===== src/rtl/text_blitter.sv =====
// text_blitter: draws 8x16 char_decoder glyphs into a framebuffer
// at a self-managed text cursor (advance, line/screen wrap, newline).
//
// Ports:
//   clock, reset          rising-edge clock, synchronous active-high reset
//   ch, ch_valid/ch_ready ASCII character stream (valid/ready)
//   home                  cursor to (0,0), honoured only when idle
//   fg_colour, bg_colour  glyph/background colour, sampled at accept
//   dec_char, dec_pixels  code to / bitmap from char_decoder
//   vga_x/y/colour/plot   one registered pixel write per cycle
//   busy                  high whenever not idle
//   cursor_x, cursor_y    top-left of the next glyph
//
// Build option: define TEXT_BG_EN to also write background pixels;
// otherwise the background is transparent (same cycle timing).

module text_blitter #(
   parameter int SCREEN_W = 320,
   parameter int SCREEN_H = 240,
   parameter int X_W      = 9,
   parameter int Y_W      = 8,
   parameter int COLOUR_W = 3
) (
   input  logic                clock,
   input  logic                reset,
   input  logic [6:0]          ch,
   input  logic                ch_valid,
   output logic                ch_ready,
   input  logic                home,
   input  logic [COLOUR_W-1:0] fg_colour,
   input  logic [COLOUR_W-1:0] bg_colour,
   output logic [6:0]          dec_char,
   input  logic [127:0]        dec_pixels,
   output logic [X_W-1:0]      vga_x,
   output logic [Y_W-1:0]      vga_y,
   output logic [COLOUR_W-1:0] vga_colour,
   output logic                vga_plot,
   output logic                busy,
   output logic [X_W-1:0]      cursor_x,
   output logic [Y_W-1:0]      cursor_y
);

   typedef enum logic [1:0] {
      S_IDLE,
      S_LOAD,
      S_DRAW,
      S_ADVANCE
   } state_t;

   // Last legal glyph origin, kept one bit wider so the
   // compare happens before the sum is truncated.
   localparam logic [X_W:0] X_LAST = (X_W+1)'(SCREEN_W - 8);
   localparam logic [Y_W:0] Y_LAST = (Y_W+1)'(SCREEN_H - 16);

   state_t              r_state;
   logic [6:0]          r_dec_char;
   logic [6:0]          r_k;
   logic [127:0]        r_glyph;
   logic [COLOUR_W-1:0] r_fg;
   logic [COLOUR_W-1:0] r_bg;
   logic                r_nl;
   logic [X_W-1:0]      r_cx;
   logic [Y_W-1:0]      r_cy;
   logic [X_W-1:0]      r_vga_x;
   logic [Y_W-1:0]      r_vga_y;
   logic [COLOUR_W-1:0] r_vga_colour;
   logic                r_vga_plot;

   logic                w_accept;
   logic                w_load;
   logic [6:0]          w_k;
   logic                w_bit;
   logic                w_plot;
   logic [COLOUR_W-1:0] w_colour;
   logic [X_W-1:0]      w_px;
   logic [Y_W-1:0]      w_py;
   logic [X_W:0]        w_nx;
   logic                w_xwrap;
   logic [Y_W:0]        w_ny;
   logic                w_ywrap;
   logic [X_W-1:0]      w_cx_nxt;
   logic [Y_W-1:0]      w_cy_nxt;

   assign ch_ready = (r_state == S_IDLE) && !home && !reset;
   assign w_accept = ch_valid && ch_ready;
   assign w_load   = (r_state == S_LOAD);

   // Outputs are registered, so each cycle prepares the pixel shown
   // next: pixel 0 straight from the decoder during LOAD, then k+1.
   // The glyph shifts left so bit 127 is always the next pixel.
   assign w_k   = w_load ? 7'd0 : r_k + 7'd1;
   assign w_bit = w_load ? dec_pixels[127] : r_glyph[127];
   assign w_px  = r_cx + {{(X_W-3){1'b0}}, w_k[2:0]};
   assign w_py  = r_cy + {{(Y_W-4){1'b0}}, w_k[6:3]};

`ifdef TEXT_BG_EN
   assign w_plot = 1'b1;
`else
   assign w_plot = w_bit;
`endif

   assign w_colour = w_bit ? r_fg : r_bg;

   assign w_nx    = {1'b0, r_cx} + {{(X_W-3){1'b0}}, 4'd8};
   assign w_xwrap = r_nl || (w_nx > X_LAST);
   assign w_ny    = {1'b0, r_cy}
                  + (w_xwrap ? {{(Y_W-4){1'b0}}, 5'd16} : '0);
   assign w_ywrap = w_ny > Y_LAST;

   assign w_cx_nxt = w_xwrap ? '0 : w_nx[X_W-1:0];
   assign w_cy_nxt = w_ywrap ? '0 : w_ny[Y_W-1:0];

   always_ff @(posedge clock) begin
      if (reset) begin
         r_state      <= S_IDLE;
         r_dec_char   <= '0;
         r_k          <= '0;
         r_glyph      <= '0;
         r_fg         <= '0;
         r_bg         <= '0;
         r_nl         <= 1'b0;
         r_cx         <= '0;
         r_cy         <= '0;
         r_vga_x      <= '0;
         r_vga_y      <= '0;
         r_vga_colour <= '0;
         r_vga_plot   <= 1'b0;
      end else begin
         unique case (r_state)
            S_IDLE: begin
               if (home) begin
                  r_cx <= '0;
                  r_cy <= '0;
               end else if (w_accept) begin
                  r_dec_char <= ch;
                  r_fg       <= fg_colour;
                  r_bg       <= bg_colour;
                  r_nl       <= (ch == 7'h0A);
                  r_state    <= (ch == 7'h0A) ? S_ADVANCE : S_LOAD;
               end
            end
            S_LOAD: begin
               r_glyph      <= {dec_pixels[126:0], 1'b0};
               r_k          <= 7'd0;
               r_vga_x      <= w_px;
               r_vga_y      <= w_py;
               r_vga_colour <= w_colour;
               r_vga_plot   <= w_plot;
               r_state      <= S_DRAW;
            end
            S_DRAW: begin
               if (r_k == 7'd127) begin
                  r_vga_plot <= 1'b0;
                  r_state    <= S_ADVANCE;
               end else begin
                  r_k          <= w_k;
                  r_glyph      <= {r_glyph[126:0], 1'b0};
                  r_vga_x      <= w_px;
                  r_vga_y      <= w_py;
                  r_vga_colour <= w_colour;
                  r_vga_plot   <= w_plot;
               end
            end
            S_ADVANCE: begin
               r_cx    <= w_cx_nxt;
               r_cy    <= w_cy_nxt;
               r_state <= S_IDLE;
            end
            default: r_state <= S_IDLE;
         endcase
      end
   end

   assign dec_char   = r_dec_char;
   assign vga_x      = r_vga_x;
   assign vga_y      = r_vga_y;
   assign vga_colour = r_vga_colour;
   assign vga_plot   = r_vga_plot;
   assign busy       = (r_state != S_IDLE);
   assign cursor_x   = r_cx;
   assign cursor_y   = r_cy;

endmodule


===== config.mk =====
export PLATFORM = sky130hd
export DESIGN_NAME = text_blitter
export DESIGN_NICKNAME = d
export VERILOG_FILES = /design/src/rtl/text_blitter.sv
export SDC_FILE = /design/constraint.sdc
export NUM_CORES = 1
export LEC_CHECK = 0
export CAP_MARGIN = 20
export CORE_MARGIN = 3
export CORE_UTILIZATION = 60
export DETAILED_ROUTE_END_ITERATION = 8
export DONT_BUFFER_PORTS = 1
export GPL_TIMING_DRIVEN = 0
export PLACE_DENSITY_LB_ADDON = 0.2
export SYNTH_ARGS = -nofsm -noshare
export SYNTH_HDL_FRONTEND = slang
export SYNTH_SLANG_ARGS = --single-unit

===== constraint.sdc =====
create_clock -name clock -period 4.5 [get_ports clock]
set_clock_uncertainty 0.05 [all_clocks]
set_input_delay 0.675 -clock clock [delete_from_list [all_inputs] [get_ports clock]]
set_output_delay 0.675 -clock clock [all_outputs]
set_load 0.005 [all_outputs]

## Word level (Yosys, flattened, before mapping)

Index checks and enable logic that the tools add are counted.

| word-level totals | value |
|---|---|
| bits in registers | 189 |
| output and inout bits | 47 |

| operators by class | value |
|---|---|
| add/subtract/negate cells | 5 |
| magnitude comparators | 2 |
| equal/unequal tests | 10 |
| mux-type cells | 27 |
| bitwise operators | 1 |
| reductions and logical operators | 14 |

Operators by type and width:

| kind | count |
|---|---|
| 128-bit one-hot mux with 2 select lines | 1 |
| 128-bit two-way mux | 1 |
| 9-bit one-hot mux with 2 select lines | 2 |
| 8-bit one-hot mux with 2 select lines | 2 |
| 9-bit two-way mux | 3 |
| 8-bit two-way mux | 3 |
| 7-bit two-way mux | 2 |
| 7-bit one-hot mux with 2 select lines | 1 |
| 9-bit by 4-bit adder with 10-bit output (second input constant) | 1 |
| 10-bit by 9-bit greater-than comparator with 1-bit output (second input constant) | 1 |
| 2-bit != test (second input constant) | 5 |
| 8-bit by 5-bit adder with 9-bit output | 1 |
| 9-bit by 3-bit adder with 9-bit output | 1 |
| 9-bit by 8-bit greater-than comparator with 1-bit output (second input constant) | 1 |
| 8-bit by 4-bit adder with 8-bit output | 1 |
| 2-bit two-way mux | 4 |
| 2-bit one-hot mux with 4 select lines | 1 |
| 7-bit by 1-bit adder with 7-bit output (second input constant) | 1 |
| 7-bit by 4-bit == test with 1-bit output (second input constant) | 1 |
| 7-bit == test (second input constant) | 1 |
| 3-bit two-way mux | 2 |
| 3-bit one-hot mux with 2 select lines | 1 |
| 3-bit AND reduction | 2 |
| 2-bit nonzero test | 3 |
| other kinds (11) | 17 |

## Depth between registers and ports, before layout

| logic depth | value |
|---|---|
| word-level depth | 8 |
| gate-level depth with buffers | 11 |
| mapped depth without buffers | 11 |

## Least setup slack after synthesis

OpenSTA, ideal clock, no wires.

| timing | value |
|---|---|
| path type | reg2reg |
| start point | register r_cx[3], in the netlist cursor_x[3] |
| end point | register r_cy[7], in the netlist cursor_y[7] |
| data arrival time | 2509 ps |
| data required time | 4390 ps |
| path slack | 1882 ps |
| stages on the path, launching flop included | 12 |
| cells stage by stage | dfxtp_1 ha_1 inv_1 a41o_1 a31o_2 ha_1 ha_1 and2_1 a21oi_1 o21ai_0 a211oi_1 a22o_1 |

| on the way | value |
|---|---|
| word-level cells in the longest chain between the ends | 8 |

Ends and longest elaborated chain:

| what | line | RTL |
|---|---|---|
| start, declared | 62 | `logic [X_W-1:0] r_cx;` |
| start signal, assigned | 165 | `r_cx <= w_cx_nxt;` |
| 9-bit by 4-bit adder with 10-bit output * | 104 | `assign w_nx = {1'b0, r_cx} + {{(X_W-3){1'b0}}, 4'd8};` |
| 10-bit by 9-bit greater-than comparator with 1-bit output * | 105 | `assign w_xwrap = r_nl \|\| (w_nx > X_LAST);` |
| 1-bit logical OR * | 105 |  |
| 5-bit two-way mux * | 107 | `+ (w_xwrap ? {{(Y_W-4){1'b0}}, 5'd16} : '0);` |
| 8-bit by 5-bit adder with 9-bit output * | 107 |  |
| 9-bit by 8-bit greater-than comparator with 1-bit output | 108 | `assign w_ywrap = w_ny > Y_LAST;` |
| 8-bit two-way mux * | 111 | `assign w_cy_nxt = w_ywrap ? '0 : w_ny[Y_W-1:0];` |
| 8-bit one-hot mux with 2 select lines * | 129 | `unique case (r_state)` |
| end signal, assigned | 166 | `r_cy <= w_cy_nxt;` |
| end, declared | 63 | `logic [Y_W-1:0] r_cy;` |

Every way passes the cells marked *; elsewhere a longest branch is shown, timed or not.
A chain may end at the register's enable or synchronous reset.

## Final worst setup path

Same ends and word-level chain as after synthesis.

==> flow_results.xml <==
<?xml version="1.0" encoding="UTF-8"?>
<metrics>
  <group name="status">
    <metric name="status" unit="">complete, no violations</metric>
  </group>
  <group name="setup_path">
    <metric name="path_cells" unit="">ha_1, inv_1, a41o_1, a31o_2, ha_1, ha_1, and2_1, a21oi_1, o21ai_0, a211oi_1, a22o_1</metric>
    <metric name="top_fanout_value_on_the_critical_path" unit="">8</metric>
    <metric name="worstPathRequired" unit="ns">4.82</metric>
    <metric name="critical_path.startpoint_type" unit="">flop</metric>
    <metric name="arrival" unit="ns">3.35</metric>
    <metric name="timing.critical_path.slowest_cell_delay" unit="ns">0.51</metric>
    <metric name="cp_dominant_cell_by_count" unit="">ha_1</metric>
    <metric name="cp-end-kind" unit="">flop</metric>
    <metric name="cpMaxStageDelayCell" unit="">dfxtp_1</metric>
    <metric name="timing.setup.critical_path_class" unit="">reg2reg</metric>
  </group>
  <group name="synth">
    <metric name="postSynthRegisterBits" unit="">181</metric>
    <metric name="yosys.cell_types.count" unit="">50</metric>
    <metric name="main_combinational_cell_family_by_area_after_synthesis" unit="">compound AO/OA/AOI/OAI gates</metric>
    <metric name="postSynth.topFlopCell" unit="">dfxtp_1</metric>
    <metric name="synth_mux_area_share" unit="%">16.2</metric>
    <metric name="number_of_warning_messages_in_the_yosys_log" unit="">0</metric>
    <metric name="yosysSeqAreaShare" unit="%">44.1</metric>
    <metric name="netlist_area" unit="sq mm">0.00821</metric>
    <metric name="yosys-top-cells-area" unit="">dfxtp_1 44%, mux2i_1 16%, a211oi_1 13%</metric>
    <metric name="simple_gate_area_share_of_the_yosys_netlist" unit="%">13.6</metric>
    <metric name="synthArstFlopShare" unit="%">0</metric>
    <metric name="synth_fa_ha_area_share" unit="%">1.65</metric>
    <metric name="synth.top_cell.area_share" unit="%">44.1</metric>
    <metric name="postSynthAreaPerCell" unit="sq um">9.19</metric>
    <metric name="post_synthesis_compound_gate_area_fraction" unit="%">18.0</metric>
    <metric name="synthXorXnorAreaFrac" unit="%">1.39</metric>
    <metric name="postSynthCellCount" unit="">894</metric>
    <metric name="synthDominantAreaCellType" unit="">dfxtp_1</metric>
    <metric name="synth-edff-count" unit="">0</metric>
  </group>
  <group name="drt">
    <metric name="drc" unit="">0</metric>
    <metric name="wirelength" unit="microns">19600</metric>
    <metric name="routed_via_count_divided_by_cell_count" unit="">5.90</metric>
    <metric name="final_antenna_net_count" unit="">0</metric>
    <metric name="first_iter_violations" unit="">421</metric>
    <metric name="route.vias.total" unit="">6538</metric>
    <metric name="drt-wirelength-per-cell" unit="microns">17.7</metric>
    <metric name="drt_first_pass_iters" unit="">5</metric>
  </group>
  <group name="floorplan">
    <metric name="core.rowCount" unit="">42</metric>
    <metric name="die_x" unit="microns">123</metric>
    <metric name="initial_utilization" unit="%">61.8</metric>
    <metric name="design.core.area" unit="sq mm">0.0133</metric>
    <metric name="io_pins" unit="">192</metric>
    <metric name="fp.dieH" unit="microns">123</metric>
    <metric name="dieArea" unit="sq mm">0.0151</metric>
  </group>
  <group name="clock_tree">
    <metric name="ctsHtreeMaxLevel" unit="">4</metric>
    <metric name="cts_post_setup_buffers_inserted" unit="">0</metric>
    <metric name="cts.root.buffer_cell" unit="">clkbuf_16</metric>
    <metric name="cts_inserted_buffers" unit="">17</metric>
    <metric name="cts_tree" unit="">done</metric>
    <metric name="cts_max_path_buffers" unit="">2</metric>
    <metric name="clk-insertion-delay-late" unit="ns">0.43</metric>
    <metric name="cts.repair.resized" unit="">0</metric>
    <metric name="cts_hold_buf" unit="">0</metric>
    <metric name="worst_setup_hold_path_clk_slew" unit="ns">0.06</metric>
    <metric name="clock_sink_count" unit="">181</metric>
  </group>
  <group name="timing">
    <metric name="setup_tns" unit="ns">0</metric>
    <metric name="finalHoldViolations" unit="">0</metric>
    <metric name="final_critical_path_time_including_i_o_delays_and_setup" unit="ns">3.03</metric>
    <metric name="whs" unit="ns">0.316</metric>
    <metric name="number_of_max_slew_violations_in_the_final_report" unit="">0</metric>
    <metric name="maxClockFrequency" unit="MHz">330</metric>
    <metric name="portion_of_the_clock_cycle_consumed_by_the_worst_path_in_the_final_layout" unit="%">67.4</metric>
    <metric name="maxSlewHeadroom" unit="%">49.3</metric>
    <metric name="grt_setup_unrepaired" unit="">no</metric>
    <metric name="worst_margin_slew" unit="ns">0.761</metric>
    <metric name="setup_viol" unit="">0</metric>
  </group>
  <group name="cells_and_area">
    <metric name="flow.area_growth_from_synthesis" unit="%">10.0</metric>
    <metric name="drive_above_1_share" unit="%">7.29</metric>
    <metric name="design_area" unit="sq mm">0.00904</metric>
    <metric name="antenna_cells_inserted" unit="">0</metric>
    <metric name="num-nets-final" unit="">1076</metric>
    <metric name="fill_cells" unit="">1037</metric>
  </group>
  <group name="grt">
    <metric name="grt_antenna_before_repair" unit="">0</metric>
    <metric name="wire_length_of_the_first_global_routing_pass" unit="microns">30700</metric>
    <metric name="vias_in_the_first_global_route" unit="">6405</metric>
    <metric name="grt_overflow_total" unit="">0</metric>
    <metric name="track_usage" unit="%">25.5</metric>
    <metric name="pin_count_of_the_biggest_net_entering_global_routing" unit="">17</metric>
  </group>
  <group name="placement">
    <metric name="detailedPlacementHpwl" unit="microns">14400</metric>
    <metric name="globalplace.congestion" unit="">0.899</metric>
    <metric name="placed_area" unit="sq mm">0.00846</metric>
    <metric name="place.port_buffers" unit="">0</metric>
  </group>
  <group name="pwr">
    <metric name="pwr_density_cell" unit="mW/mm^2">739</metric>
    <metric name="p_leak" unit="nW">3.10</metric>
    <metric name="worst_ir_drop_vdd" unit="V">0.000362</metric>
  </group>
  <group name="flow_run">
    <metric name="max_cap_viol_count" unit="">0</metric>
  </group>
  <group name="hold_path">
    <metric name="timing.hold.worst.class" unit="">in2reg</metric>
  </group>
</metrics>
[final timing paths]
kind,from,end,slack (ns),depth (start not counted)
min,fg_colour[0],r_fg[0],0.32,2
max,cursor_x[3],cursor_y[7],1.47,11
max reg2reg,cursor_x[3],cursor_y[7],1.47,11
min reg2reg,r_bg[0],r_bg[0],0.43,2
[cell type report]
| type | instances | area, sq um | share of cell area, % |
|---|---|---|---|
| Tap cell | 176 | 220 | 2.44 |
| Clock buffer | 22 | 444 | 4.91 |
| Clock inverter | 9 | 130 | 1.44 |
| Multi-Input combinational cell | 629 | 4210 | 46.6 |
| Inverter | 10 | 37.5 | 0.415 |
| Buffer | 82 | 374 | 4.14 |
| Sequential cell | 181 | 3620 | 40.1 |
[sequential cells by signal, summed over array words and instances (netlist names), 2 cells and up]
name / flops
cursor_x: 6
r_bg: 3
r_state: 2
r_k: 7
vga_x: 9
cursor_y: 4
r_fg: 3
vga_colour: 3
r_glyph: 127
dec_char: 7
vga_y: 8
[report_power, final]
part | switching, mW | internal, mW
logic | 1.64 | 1.07
clock network | 0.589 | 0.868
registers | 0.320 | 2.19
[cell usage after synthesis, types with 7 or more instances]
cell	count
dfxtp_1	181
nor2_1	160
a211oi_1	137
mux2i_1	133
clkbuf_1	47
nand2_1	41
buf_2	25
o21ai_0	23
a21oi_1	17
nand2b_1	15
nand3_1	11
xnor2_1	11
ha_1	10
inv_1	10
buf_4	7
[per-layer routing]
metal,GRT usage (%),wire (microns),share of wire [%],vias up
met3,6.72,1380,7.0,38
li1,-,-,-,3241
met1,31.6,8280,42,3057
met2,42.2,9400,48,202
met5,0,0,0,-
met4,10.6,522,2.7,0
[worst max-delay path: cells and delay by family (launching register included)]
kind | cells | cell delay (ns)
AND/OR/NAND/NOR | 1 | 0.19
adder cells (fa/ha/maj) | 3 | 0.77
buffers and inverters | 1 | 0.09
flip-flops | 1 | 0.51
AO/OA/AOI/OAI | 6 | 1.34
[cells by family after synthesis]
| logic type | after synthesis |
|---|---|
| simple gates | 257 |
| compound gates | 206 |
| flops | 181 |
| mux | 133 |
| buf+inv | 92 |
| xor+xnor | 13 |
| fa+ha+maj | 11 |
| other cells | 1 |
[stage by stage]
stage	utilization [%]	setup WS, ns	power, mW	std cells
after detailed placement	63.7	1.53	5.24	1078
after global routing	68.0	1.25	7.17	1109
after global placement	63.7	1.64	5.07	1078
after floorplan	-	1.88	4.63	902
after CTS	68.0	1.50	6.71	1109
final	68.0	1.47	6.68	1109
[cell usage in the layout (no fill, tap or decap), types with 15 or more instances in the layout]
| master | netlist | final |
|---|---|---|
| dfxtp_1 | 181 | 181 |
| nor2_1 | 160 | 160 |
| a211oi_1 | 137 | 137 |
| mux2i_1 | 133 | 133 |
| clkbuf_1 | 47 | 52 |
| nand2_1 | 41 | 41 |
| buf_2 | 25 | 25 |
| o21ai_0 | 23 | 23 |
| a21oi_1 | 17 | 17 |
| clkbuf_16 | 0 | 17 |
| nand2b_1 | 15 | 15 |
(Power assumes the default switching activity.)
